==> config.mk <==
export PLATFORM = sky130hd
export DESIGN_NAME = icon_scheduler_flat
export DESIGN_NICKNAME = d
export VERILOG_FILES = /design/src/rtl/icon_scheduler_pkg.sv /design/src/rtl/icon_scheduler_if.sv /design/src/rtl/icon_scheduler_hit_test.sv /design/src/rtl/icon_scheduler.sv /design/src/flat_wrapper.sv
export SDC_FILE = /design/constraint.sdc
export NUM_CORES = 1
export LEC_CHECK = 0
export ABC_AREA = 0
export BUFFER_PORTS_ARGS = -buffer_cell sky130_fd_sc_hd__buf_2
export CAP_MARGIN = 40
export CORE_MARGIN = 1
export CORE_UTILIZATION = 25
export CTS_BUF_LIST = sky130_fd_sc_hd__clkbuf_4
export CTS_CLUSTER_SIZE = 8
export DETAILED_ROUTE_END_ITERATION = 7
export GPL_TIMING_DRIVEN = 0
export PLACE_DENSITY = 0.48
export SLEW_MARGIN = 20
export SYNTH_ARGS = -nofsm -noshare
export SYNTH_HDL_FRONTEND = slang
export SYNTH_SLANG_ARGS = --single-unit
==> constraint.sdc <==
create_clock -name clk -period 7.55 [get_ports clk]
set_input_delay 1.51 -clock clk [delete_from_list [all_inputs] [get_ports clk]]
set_output_delay 1.51 -clock clk [all_outputs]
set_load 0.05 [all_outputs]
==> src/rtl/icon_scheduler_pkg.sv <==
// ============================================================================
// icon_pkg: shared constants, FSM encoding and sprite position record.
// Rev 1.0
// ============================================================================
`default_nettype none

package icon_pkg;

    localparam int ICON_WIDTH  = 15;
    localparam int ICON_HEIGHT = 15;
    localparam int ICON_SIZE   = ICON_WIDTH * ICON_HEIGHT;

    typedef enum logic [0:0] {
        ST_RUN    = 1'b0,
        ST_COMMIT = 1'b1
    } state_t;

    typedef struct packed {
        logic [9:0] x;
        logic [9:0] y;
        logic       en;
    } icon_pos_t;

endpackage

`default_nettype wire

==> src/rtl/icon_scheduler_if.sv <==
// ============================================================================
// icon_scheduler_if: sprite position update handshake (valid/ready).
// Rev 1.0
// ============================================================================
`default_nettype none

interface icon_scheduler_if #(
    parameter int ID_W = 2
) ();

    logic            upd_valid;
    logic            upd_ready;
    logic [ID_W-1:0] upd_id;
    logic [9:0]      upd_x;
    logic [9:0]      upd_y;
    logic            upd_en;

    modport master (
        output upd_valid, upd_id, upd_x, upd_y, upd_en,
        input  upd_ready
    );

    modport slave (
        input  upd_valid, upd_id, upd_x, upd_y, upd_en,
        output upd_ready
    );

endinterface

`default_nettype wire

==> src/rtl/icon_scheduler_hit_test.sv <==
// ============================================================================
// icon_hit_test: coverage test of one sprite against the scan position.
// Rev 1.0
// ============================================================================
`default_nettype none

module icon_hit_test #(
    parameter int ICON_WIDTH  = icon_pkg::ICON_WIDTH,
    parameter int ICON_HEIGHT = icon_pkg::ICON_HEIGHT,
    parameter int ADDR_W      = 10
) (
    input  icon_pkg::icon_pos_t pos,
    input  logic [9:0]          vert,
    input  logic [9:0]          horz,
    output logic                hit,
    output logic [ADDR_W-1:0]   ofs
);

    logic [10:0] x_end;
    logic [10:0] y_end;
    logic [9:0]  dx;
    logic [9:0]  dy;

    // 11-bit end bounds keep sprites near column/row 1023 from wrapping to 0
    assign x_end = {1'b0, pos.x} + 11'(ICON_WIDTH);
    assign y_end = {1'b0, pos.y} + 11'(ICON_HEIGHT);
    assign dx    = horz - pos.x;
    assign dy    = vert - pos.y;

    assign hit = pos.en
              && (vert >= pos.y) && ({1'b0, vert} < y_end)
              && (horz >= pos.x) && ({1'b0, horz} < x_end);

    assign ofs = ADDR_W'(dy) * ADDR_W'(ICON_WIDTH) + ADDR_W'(dx);

endmodule

`default_nettype wire

==> src/rtl/icon_scheduler.sv <==
// ============================================================================
// icon_scheduler: per-frame atomic sprite positions, priority pick, ROM addressing.
// Rev 1.0
// ============================================================================
`default_nettype none

module icon_scheduler #(
    parameter int NUM_ICONS   = 4,
    parameter int ICON_WIDTH  = icon_pkg::ICON_WIDTH,
    parameter int ICON_HEIGHT = icon_pkg::ICON_HEIGHT,
    parameter int ICON_SIZE   = ICON_WIDTH * ICON_HEIGHT,
    parameter int BLANK       = NUM_ICONS * ICON_SIZE,
    parameter int ADDR_W      = 10,
    parameter int ID_W        = $clog2(NUM_ICONS)
) (
    input  wire logic              clk,
    input  wire logic              reset_n,
    input  wire logic [9:0]        vert,
    input  wire logic [9:0]        horz,
    input  wire logic              frame_tick,
    icon_scheduler_if.slave        upd,
    output logic      [ADDR_W-1:0] rom_addr,
    input  wire logic [7:0]        rom_data,
    output logic      [7:0]        icon_out,
    output logic                   icon_hit,
    output logic      [ID_W-1:0]   icon_id
);

    import icon_pkg::*;

    state_t             state;
    icon_pos_t          sh  [NUM_ICONS];
    icon_pos_t          act [NUM_ICONS];

    logic [NUM_ICONS-1:0] hit;
    logic [ADDR_W-1:0]    ofs [NUM_ICONS];

    logic                 win_hit;
    logic [ID_W-1:0]      win_id;
    logic [ADDR_W-1:0]    win_ofs;
    logic [ADDR_W-1:0]    win_addr;

    logic                 hit_d1;
    logic [ID_W-1:0]      id_d1;
    logic                 accept;

    assign upd.upd_ready = reset_n && (state == ST_RUN);
    assign accept        = upd.upd_valid && upd.upd_ready;

    generate
        for (genvar i = 0; i < NUM_ICONS; i++) begin : g_hit
            icon_hit_test #(
                .ICON_WIDTH  (ICON_WIDTH),
                .ICON_HEIGHT (ICON_HEIGHT),
                .ADDR_W      (ADDR_W)
            ) u_hit (
                .pos  (act[i]),
                .vert (vert),
                .horz (horz),
                .hit  (hit[i]),
                .ofs  (ofs[i])
            );
        end
    endgenerate

    // Scan from the lowest priority upward so the lowest set index is left standing
    always_comb begin
        win_hit = 1'b0;
        win_id  = '0;
        win_ofs = '0;
        for (int i = NUM_ICONS - 1; i >= 0; i--) begin
            if (hit[i]) begin
                win_hit = 1'b1;
                win_id  = ID_W'(i);
                win_ofs = ofs[i];
            end
        end
    end

    assign win_addr = ADDR_W'(win_id) * ADDR_W'(ICON_SIZE) + win_ofs;

    always_ff @(posedge clk) begin
        if (!reset_n) begin
            state    <= ST_RUN;
            for (int i = 0; i < NUM_ICONS; i++) begin
                sh[i]  <= '0;
                act[i] <= '0;
            end
            rom_addr <= ADDR_W'(BLANK);
            hit_d1   <= 1'b0;
            id_d1    <= '0;
            icon_hit <= 1'b0;
            icon_id  <= '0;
            icon_out <= '0;
        end else begin
            case (state)
                ST_RUN: begin
                    if (frame_tick) begin
                        state <= ST_COMMIT;
                    end
                end
                ST_COMMIT: begin
                    state <= ST_RUN;
                    act   <= sh;
                end
                default: state <= ST_RUN;
            endcase

            // Out-of-range IDs match no slot and fall away silently
            if (accept) begin
                for (int i = 0; i < NUM_ICONS; i++) begin
                    if (32'(upd.upd_id) == i) begin
                        sh[i] <= '{x: upd.upd_x, y: upd.upd_y, en: upd.upd_en};
                    end
                end
            end

            rom_addr <= win_hit ? win_addr : ADDR_W'(BLANK);
            hit_d1   <= win_hit;
            id_d1    <= win_id;
            icon_hit <= hit_d1;
            icon_id  <= id_d1;
            icon_out <= rom_data;
        end
    end

endmodule

`default_nettype wire
==> src/flat_wrapper.sv <==
// flat-port wrapper written by rule: the top's interface ports become plain ports
module icon_scheduler_flat import icon_pkg::*;
#(
    parameter int NUM_ICONS   = 4,
    parameter int ICON_WIDTH  = icon_pkg::ICON_WIDTH,
    parameter int ICON_HEIGHT = icon_pkg::ICON_HEIGHT,
    parameter int ICON_SIZE   = ICON_WIDTH * ICON_HEIGHT,
    parameter int BLANK       = NUM_ICONS * ICON_SIZE,
    parameter int ADDR_W      = 10,
    parameter int ID_W        = $clog2(NUM_ICONS)
)
  (clk, reset_n, vert, horz, frame_tick, rom_addr, rom_data, icon_out, icon_hit, icon_id, upd_upd_valid, upd_upd_id, upd_upd_x, upd_upd_y, upd_upd_en, upd_upd_ready);
  icon_scheduler_if #(.ID_W(ID_W)) upd_i ();
  input  wire logic clk;
  input  wire logic reset_n;
  input  wire logic [9:0] vert;
  input  wire logic [9:0] horz;
  input  wire logic frame_tick;
  output logic      [ADDR_W-1:0] rom_addr;
  input  wire logic [7:0] rom_data;
  output logic      [7:0] icon_out;
  output logic icon_hit;
  output logic      [ID_W-1:0] icon_id;
  input wire logic [$bits(upd_i.upd_valid)-1:0] upd_upd_valid;
  input wire logic [$bits(upd_i.upd_id)-1:0] upd_upd_id;
  input wire logic [$bits(upd_i.upd_x)-1:0] upd_upd_x;
  input wire logic [$bits(upd_i.upd_y)-1:0] upd_upd_y;
  input wire logic [$bits(upd_i.upd_en)-1:0] upd_upd_en;
  output wire logic [$bits(upd_i.upd_ready)-1:0] upd_upd_ready;
  assign upd_i.upd_valid = upd_upd_valid;
  assign upd_i.upd_id = upd_upd_id;
  assign upd_i.upd_x = upd_upd_x;
  assign upd_i.upd_y = upd_upd_y;
  assign upd_i.upd_en = upd_upd_en;
  assign upd_upd_ready = upd_i.upd_ready;
  icon_scheduler #(.NUM_ICONS(NUM_ICONS), .ICON_WIDTH(ICON_WIDTH), .ICON_HEIGHT(ICON_HEIGHT), .ICON_SIZE(ICON_SIZE), .BLANK(BLANK), .ADDR_W(ADDR_W), .ID_W(ID_W)) u_core (.clk(clk), .reset_n(reset_n), .vert(vert), .horz(horz), .frame_tick(frame_tick), .upd(upd_i), .rom_addr(rom_addr), .rom_data(rom_data), .icon_out(icon_out), .icon_hit(icon_hit), .icon_id(icon_id));
endmodule
==> summary.md, run 1 <==
| Metric | Value |
|---|---|
| Outcome | complete, no violations |
| CTS buffer count | 17 |
| Synth Area in Compound Gates | 13.5% |
| Cell Area, Synth | 17,800 um^2 |
| 1st-pass router iterations | 5 |
| Fin worst setup slack | 0.249 ns |
| # rows | 97 |
| Period utilization | 96.7% |
| Netlist cell types | 73 |
| Slowest CP cell | fa_1 |
| Max incr delay on CP | 0.55 ns |
| NetSw | 1.81 mW |
| GP Congestion | 0.853 |
| Clock Skews | 0.0388 ns |
| GRT overflow | 0 |
| Final ANT Viol Nets | 0 |
| Post-synthesis adder-cell area fraction | 30.0% |
| Wirelength per Cell | 16.7 um |
| Fmax | 137 MHz |
| Placed Area | 19,400 um^2 |
| CTS Sinks | 193 |
| GRT Overall Usage | 14.5% |
| Endpoints failing hold | 0 |
| WL final | 51.1 mm |
| Final instance area | 19,900 um^2 |
| Place WS | -1.15 ns |
| Non-filler instance count after layout | 3,071 |
| Combinational power share | 58.7% |
| Xor-xnor portion of the synthesized cell area | 7.96% |
| Post-synthesis mux area share | 5.02% |
| Die span in x | 269 um |
| Initial Util | 25.3% |
| First-pass GRT wire length | 78.7 mm |
| Boundary pin count | 77 |
| FILL cells | 7,536 |
| CTS clk-pin slew, worst paths | 0.16 ns |
| HP Class | flop to flop |
| Synthesis Warnings | 0 |
| Max Fanout on Critical Path | 7 |
| Clock network fraction of total power | 15.7% |
| Iteration-0 DRC count of the detailed router | 649 |
| Final Critical Period | 7.30 ns |
| Bufs on Longest Clock Path | 2 |
| Post-synth EDFFs | 0 |
| Total power | 4.08 mW |
| Die area | 72,300 um^2 |
| Clock root cell | clkbuf_4 |
| Req. time, crit path | 8.21 ns |
| Clock insertion delay at the later pin of the skew report | 0.74 ns |
| Commonest non-fill, non-tap cells in the layout | 287 x inv_1, 227 x ha_1, 225 x nand2_1 |
| Final core occ | 28.4% |
| Largest family of logic cells by synthesized area | adder cells |
| Net count, final | 2,522 |
| Post-synth top flop | dfxtp_1 |
| CP Buf/Inv Count | 6 |
| Cell Pwr Density | 205 nW/um^2 |
| Register Area | 3860 um^2 |
| Area growth from synthesis to layout | 12.0% |
| Die H | 269 um |
| Pleak | 7.93 nW |
| Asr flop ratio synth | 0% |
| Hold_buf cts | 0 |
| Cell count after placement | 3,026 |
| Slew @ Worst Pin | 0.802 ns |
| Vias in the first global route | 13,900 |
| Multi-input gate area | 12,800 um^2 |
| Max-cap viol count | 0 |
| Post-DP HPWL | 43.9 mm |
| Crit path max-delay family | adder cells |
| H-tree depth | 4 |
| Via Count | 13,700 |
| Max_slew headroom | 46.5% |
| Initial antenna violation count | 4 |
| Slew Viols, Final | 0 |
| Sequential share of the synthesized area | 21.7% |
| Avg Synthesized Cell Area | 8.86 um^2 |
| Peak supply drop | 0.122 mV |
| Cells after synthesis | 2,009 |
| Most common cell after layout, fill and taps aside | inv_1 |
| Number of vias per cell | 4.47 |
| Reg power frac | 25.6% |
| Layout cells sized above 1 | 7.76% |
| Seq cells post-synth | 193 |
| CORE AREA | 70,300 um^2 |
| Critical Path End Type | flop |
| Startpoint types | primary input |
| Setup violators final | 0 |
| CP arrival | 7.96 ns |
| Syn_nets | 2,416 |
| DRC viols | 0 |
| IO buf count | 76 |
| Simple-gate area share of the yosys netlist | 14.6% |
| Class of the most critical setup path | primary input to flop |
| CTS tree | done |
| Internal Power | 2.27 mW |
| Largest net degree at the start of global routing | 20 |
| Switching share of power | 44.4% |
## area by class of cell
type / count / share of cell area [%]
Clock inverter: 14 / 0.935
Timing Repair Buffer: 87 / 2.40
Inverter: 292 / 5.52
Clock buffer: 17 / 0.640
Sequential cell: 193 / 19.4
Multi-Input combinational cell: 1471 / 64.1
Tap cell: 940 / 5.90
Antenna cell: 4 / 0.0502
Buffer: 53 / 1.03
## power groups by stage
stage               registers, mW  clock network [mW]  logic (mW)
global placement             1.07                   0        2.36
global route                 1.05               0.705        2.72
floorplan                    1.07                   0        1.73
finish                       1.04               0.640        2.40
detailed placement           1.07                   0        2.38
CTS                          1.04               0.663        2.42
## worst paths after layout
kind | startpoint | end | slack, ns | depth (start not counted)
worst min register to register | u_core.hit_d1 | u_core.icon_hit | 0.46 | 1
worst max register to register | u_core.act[1] | u_core.rom_addr[9] | 0.91 | 25
worst max-delay path | vert[0] | u_core.rom_addr[9] | 0.25 | 27
worst min-delay path | u_core.hit_d1 | u_core.icon_hit | 0.46 | 1
## kinds of logic after synthesis
| logic type | count (synthesis) |
|---|---|
| flops | 193 |
| mux | 89 |
| buf+inv | 345 |
| xor+xnor | 154 |
| compound gates | 341 |
| simple gates | 535 |
| fa+ha+maj | 352 |
## per-layer routing
| layer | part of all wire (%) | global-route usage (%) | up-vias |
|---|---|---|---|
| met5 | 0 | 0 | - |
| met4 | 3.0 | 5.14 | 0 |
| met3 | 3.8 | 2.23 | 70 |
| met2 | 43 | 22.1 | 252 |
| met1 | 51 | 20.6 | 6501 |
| li1 | - | - | 6915 |
## metrics by stage
step           hold slack (ns)  setup TNS (ns)
2_1_floorplan            0.412               0
3_3_place_gp             0.428           -3.08
3_5_place_dp             0.430           -3.31
4_1_cts                  0.468               0
5_1_grt                  0.489        -0.00518
6_report                 0.461               0
## cells in the mapped netlist, types with 20 or more instances
| cell type | number | share of area, % |
|---|---|---|
| nor2b_1 | 101 | 3.5 |
| a21o_1 | 31 | 1.3 |
| and2_1 | 20 | 0.70 |
| a21oi_1 | 64 | 1.8 |
| dfxtp_1 | 193 | 22 |
| nand2_1 | 225 | 4.7 |
| a21boi_0 | 85 | 3.6 |
| nand4_1 | 21 | 0.74 |
| xor2_1 | 32 | 1.6 |
| inv_1 | 288 | 6.1 |
| clkbuf_1 | 47 | 0.99 |
| ha_1 | 228 | 16 |
| nor2_1 | 65 | 1.4 |
| nor3_1 | 38 | 1.1 |
| fa_1 | 124 | 14 |
| mux2i_1 | 87 | 4.9 |
| xnor2_1 | 117 | 5.8 |
| o21ai_0 | 38 | 1.1 |
## registers in the layout, summed over array words and instances, names as in the netlist
register / flops
u_core.icon_id: 2
u_core.id_d1: 2
u_core.icon_out: 8
u_core.hit_d1: 1
u_core.rom_addr: 10
u_core.state: 1
u_core.icon_hit: 1
u_core.sh: 84
u_core.act: 84
## repair_timing
action | CTS | global route
pin swaps | 0 | 6
resized for setup | 5 | 25
hold endpoints to repair | 0 | 0
buffers inserted | 0 | 9
endpoints found under the setup margin | 2 | 3
(Power assumes the default switching activity.)
==> inputs of run 2 (changes only) <==
Settings changed: ABC_AREA 0 to 1.
==> run 2 against run 1 <==
Effect of this change:
- via count is 12% higher
- maximum frequency up 1.8%
- power rose by 48%
- first-iteration DRC count is 25% higher
- clock skew fell by 0.0042 ns
- utilization down 0.31 points
- critical path type unchanged
- largest power group unchanged
- highest routed layer is now met5
==> summary.md, run 2 <==
| Metric | Value |
|---|---|
| Period utilization | 95.0% (-1.7 points) |
| Post-synthesis adder-cell area fraction | 29.6% (-0.36 points) |
| Wirelength per Cell | 15.4 um (-7.4%) |
| Most common cell on crit path | nand2_1 |
| Clock insertion delay at the later pin of the skew report | 0.75 ns (about the same) |
| Avg Synthesized Cell Area | 7.27 um^2 (-18%) |
| Initial Util | 25.3% (-0.085 points) |
| Simple-gate area share of the yosys netlist | 21.1% (+6.6 points) |
| Net count, final | 2,984 (+18%) |
| Slew @ Worst Pin | 0.781 ns (-0.0214 ns) |
| Boundary pin count | 77 (unchanged) |
| Netlist cell types | 45 (-38%) |
| GP Congestion | 0.854 (+0.21%) |
| Clock Skews | 0.0346 ns (-0.00424 ns) |
| Max-cap viol count | 0 (unchanged) |
| Most common cell after layout, fill and taps aside | inv_1 |
| 1st-pass router iterations | 5 (unchanged) |
| Die H | 271 um (+0.60%) |
| Area share of the largest cell type after synthesis | 21.4% (-0.26 points) |
| Cell Pwr Density | 301 nW/um^2 (+47%) |
| Post-DP HPWL | 46.7 mm (+6.2%) |
| WL final | 54.7 mm (+6.9%) |
| # rows | 98 (+1.0%) |
| Slew Viols, Final | 0 (unchanged) |
| Class of the most critical setup path | primary input to flop |
| Post-CTS setup buffers | 0 (unchanged) |
| Req. time, crit path | 8.19 ns (-0.02 ns) |
| Final core occ | 28.1% (-0.31 points) |
| CTS buffer count | 17 (unchanged) |
| Initial antenna violation count | 5 (+1) |
| Max_slew headroom | 47.9% (+1.4 points) |
| Largest net degree at the start of global routing | 22 (+10%) |
| GRT Overall Usage | 15.2% (+0.69 points) |
| Largest regs | u_core.act (84), u_core.sh (84), u_core.rom_addr (10) |
| CORE AREA | 71,400 um^2 (+1.6%) |
| Cell taking the most area after synthesis | dfxtp_1 |
| Outcome | complete, no violations |
| Iteration-0 DRC count of the detailed router | 810 (+25%) |
| Xor-xnor portion of the synthesized cell area | 5.05% (-2.9 points) |
| Synth top area cells | dfxtp_1 21%, ha_1 16%, fa_1 14% |
| Layout cells sized above 1 | 5.60% (-2.2 points) |
| RSZ-0062 raised after global routing | no |
| Final Critical Period | 7.17 ns (-0.126 ns) |
| Post-synth top flop | dfxtp_1 |
| Via Count | 15,400 (+12%) |
| Commonest non-fill, non-tap cells in the layout | 439 x inv_1, 409 x nand2_1, 295 x nor2_1 |
| Slowest CP cell | fa_1 |
| Final ANT Viol Nets | 0 (unchanged) |
| R2R setup slack | 1.03 ns (+0.12 ns) |
| CP arrival | 7.81 ns (-0.15 ns) |
| First-pass GRT wire length | 84.7 mm (+7.5%) |
| Cell Area, Synth | 18,000 um^2 (+1.2%) |
| CTS clk-pin slew, worst paths | 0.18 ns (+0.02 ns) |
| CTS tree | done |
| Most frequent cell after synthesis | inv_1 |
| Synthesis Warnings | 0 (unchanged) |
| Peak supply drop | 0.193 mV (+58%) |
| Post-synthesis mux area share | 0.0555% (-5.0 points) |
| H-tree depth | 4 (unchanged) |
| Syn_nets | 2,887 (+19%) |
| Vias in the first global route | 14,700 (+6.1%) |
| Die area | 73,200 um^2 (+1.2%) |
| Max incr delay on CP | 0.52 ns (-0.03 ns) |
| Placed Area | 19,600 um^2 (+1.1%) |
| Seq cells post-synth | 193 (unchanged) |
| Synth Area in Compound Gates | 12.3% (-1.2 points) |
| Startpoint types | primary input |
| HP Class | flop to flop |
| Clock root cell | clkbuf_4 |
| Asr flop ratio synth | 0% (unchanged) |
| Area growth from synthesis to layout | 11.1% |
| Final instance area | 20,000 um^2 (+0.44%) |
| Post-synth EDFFs | 0 (unchanged) |
| Fmax | 139 MHz (+1.8%) |
| Critical Path End Type | flop |
| Total power | 6.02 mW (+48%) |
| Max Fanout on Critical Path | 8 (+1) |
| Cells after synthesis | 2,480 (+23%) |
| DRC viols | 0 (unchanged) |
| Pleak | 9.75 nW (+23%) |
| Number of vias per cell | 4.33 (-3.1%) |
| Die span in x | 271 um (+0.60%) |
| Commonest cells in the netlist | 440 x inv_1, 409 x nand2_1, 295 x nor2_1 |
| Largest family of logic cells by synthesized area | adder cells |
| Bufs on Longest Clock Path | 2 (unchanged) |
| GRT overflow | 0 (unchanged) |
| Setup violators final | 0 (unchanged) |
| IO buf count | 75 (-1.3%) |
| Sequential share of the synthesized area | 21.4% (-0.26 points) |
| Endpoints failing hold | 0 (unchanged) |
| CTS Sinks | 193 (unchanged) |
[run 2: timing repair]
item,CTS,global route
setup endpoints to repair,1,2
gates resized for setup,1,11
hold buffers,0,0
pin swaps,0,1
[run 2: final timing paths]
kind	startpoint	endpoint	cells after the start
min reg2reg	u_core.id_d1[1]	u_core.icon_id[1]	2
min	u_core.id_d1[1]	u_core.icon_id[1]	2
max reg2reg	u_core.act[26]	u_core.rom_addr[9]	32
max	vert[0]	u_core.rom_addr[9]	33
[run 2: layout make-up]
| cell class | count | area, um^2 |
|---|---|---|
| fill | 7955 | 51300 |
| multi-input combinational | 1788 | 12400 |
| sequential | 193 | 3860 |
| inverter | 442 | 1660 |
| tap | 950 | 1190 |
| timing repair buffer | 78 | 399 |
| buffer | 57 | 223 |
| clock inverter | 14 | 180 |
| clock buffer | 18 | 135 |
| antenna | 5 | 12.5 |
[run 2: kinds of logic after synthesis]
logic type / Yosys count
buf+inv: 499
mux: 1
fa+ha+maj: 352
flops: 193
simple gates: 909
compound gates: 422
xor+xnor: 104
[run 2: critical path, delay by kind of cell]
kind / cells / cell delay (ns)
and+or+nand+nor: 9 / 0.90
AOI/OAI and AO/OA: 6 / 1.01
xor gates and xnor gates: 3 / 0.69
adders and majority gates: 8 / 3.12
buffers and inverters: 7 / 0.58
[run 2: through the flow]
stage / cells / setup WS (ns) / hold WS, ns / TNS, ns
2_1_floorplan: 2480 / 0.476 / 0.390 / 0
3_3_place_gp: 3505 / -0.857 / 0.399 / -2.12
3_5_place_dp: 3506 / -0.882 / 0.398 / -2.23
4_1_cts: 3538 / 0.0487 / 0.428 / 0
5_1_grt: 3541 / 0.0307 / 0.449 / 0
6_report: 3545 / 0.375 / 0.427 / 0
[run 2: report_power, final]
group          switching [mW]  total (mW)  internal, mW
Sequential             0.0336        1.10          1.07
Combinational            2.59        4.29          1.70
Clock                   0.468       0.631         0.163
[run 2: routing by layer]
layer	global-route usage, %	part of all wire (%)
met1	21.9	52
met2	23.2	42
met3	2.36	3.1
met4	4.43	2.2
met5	0	0.042
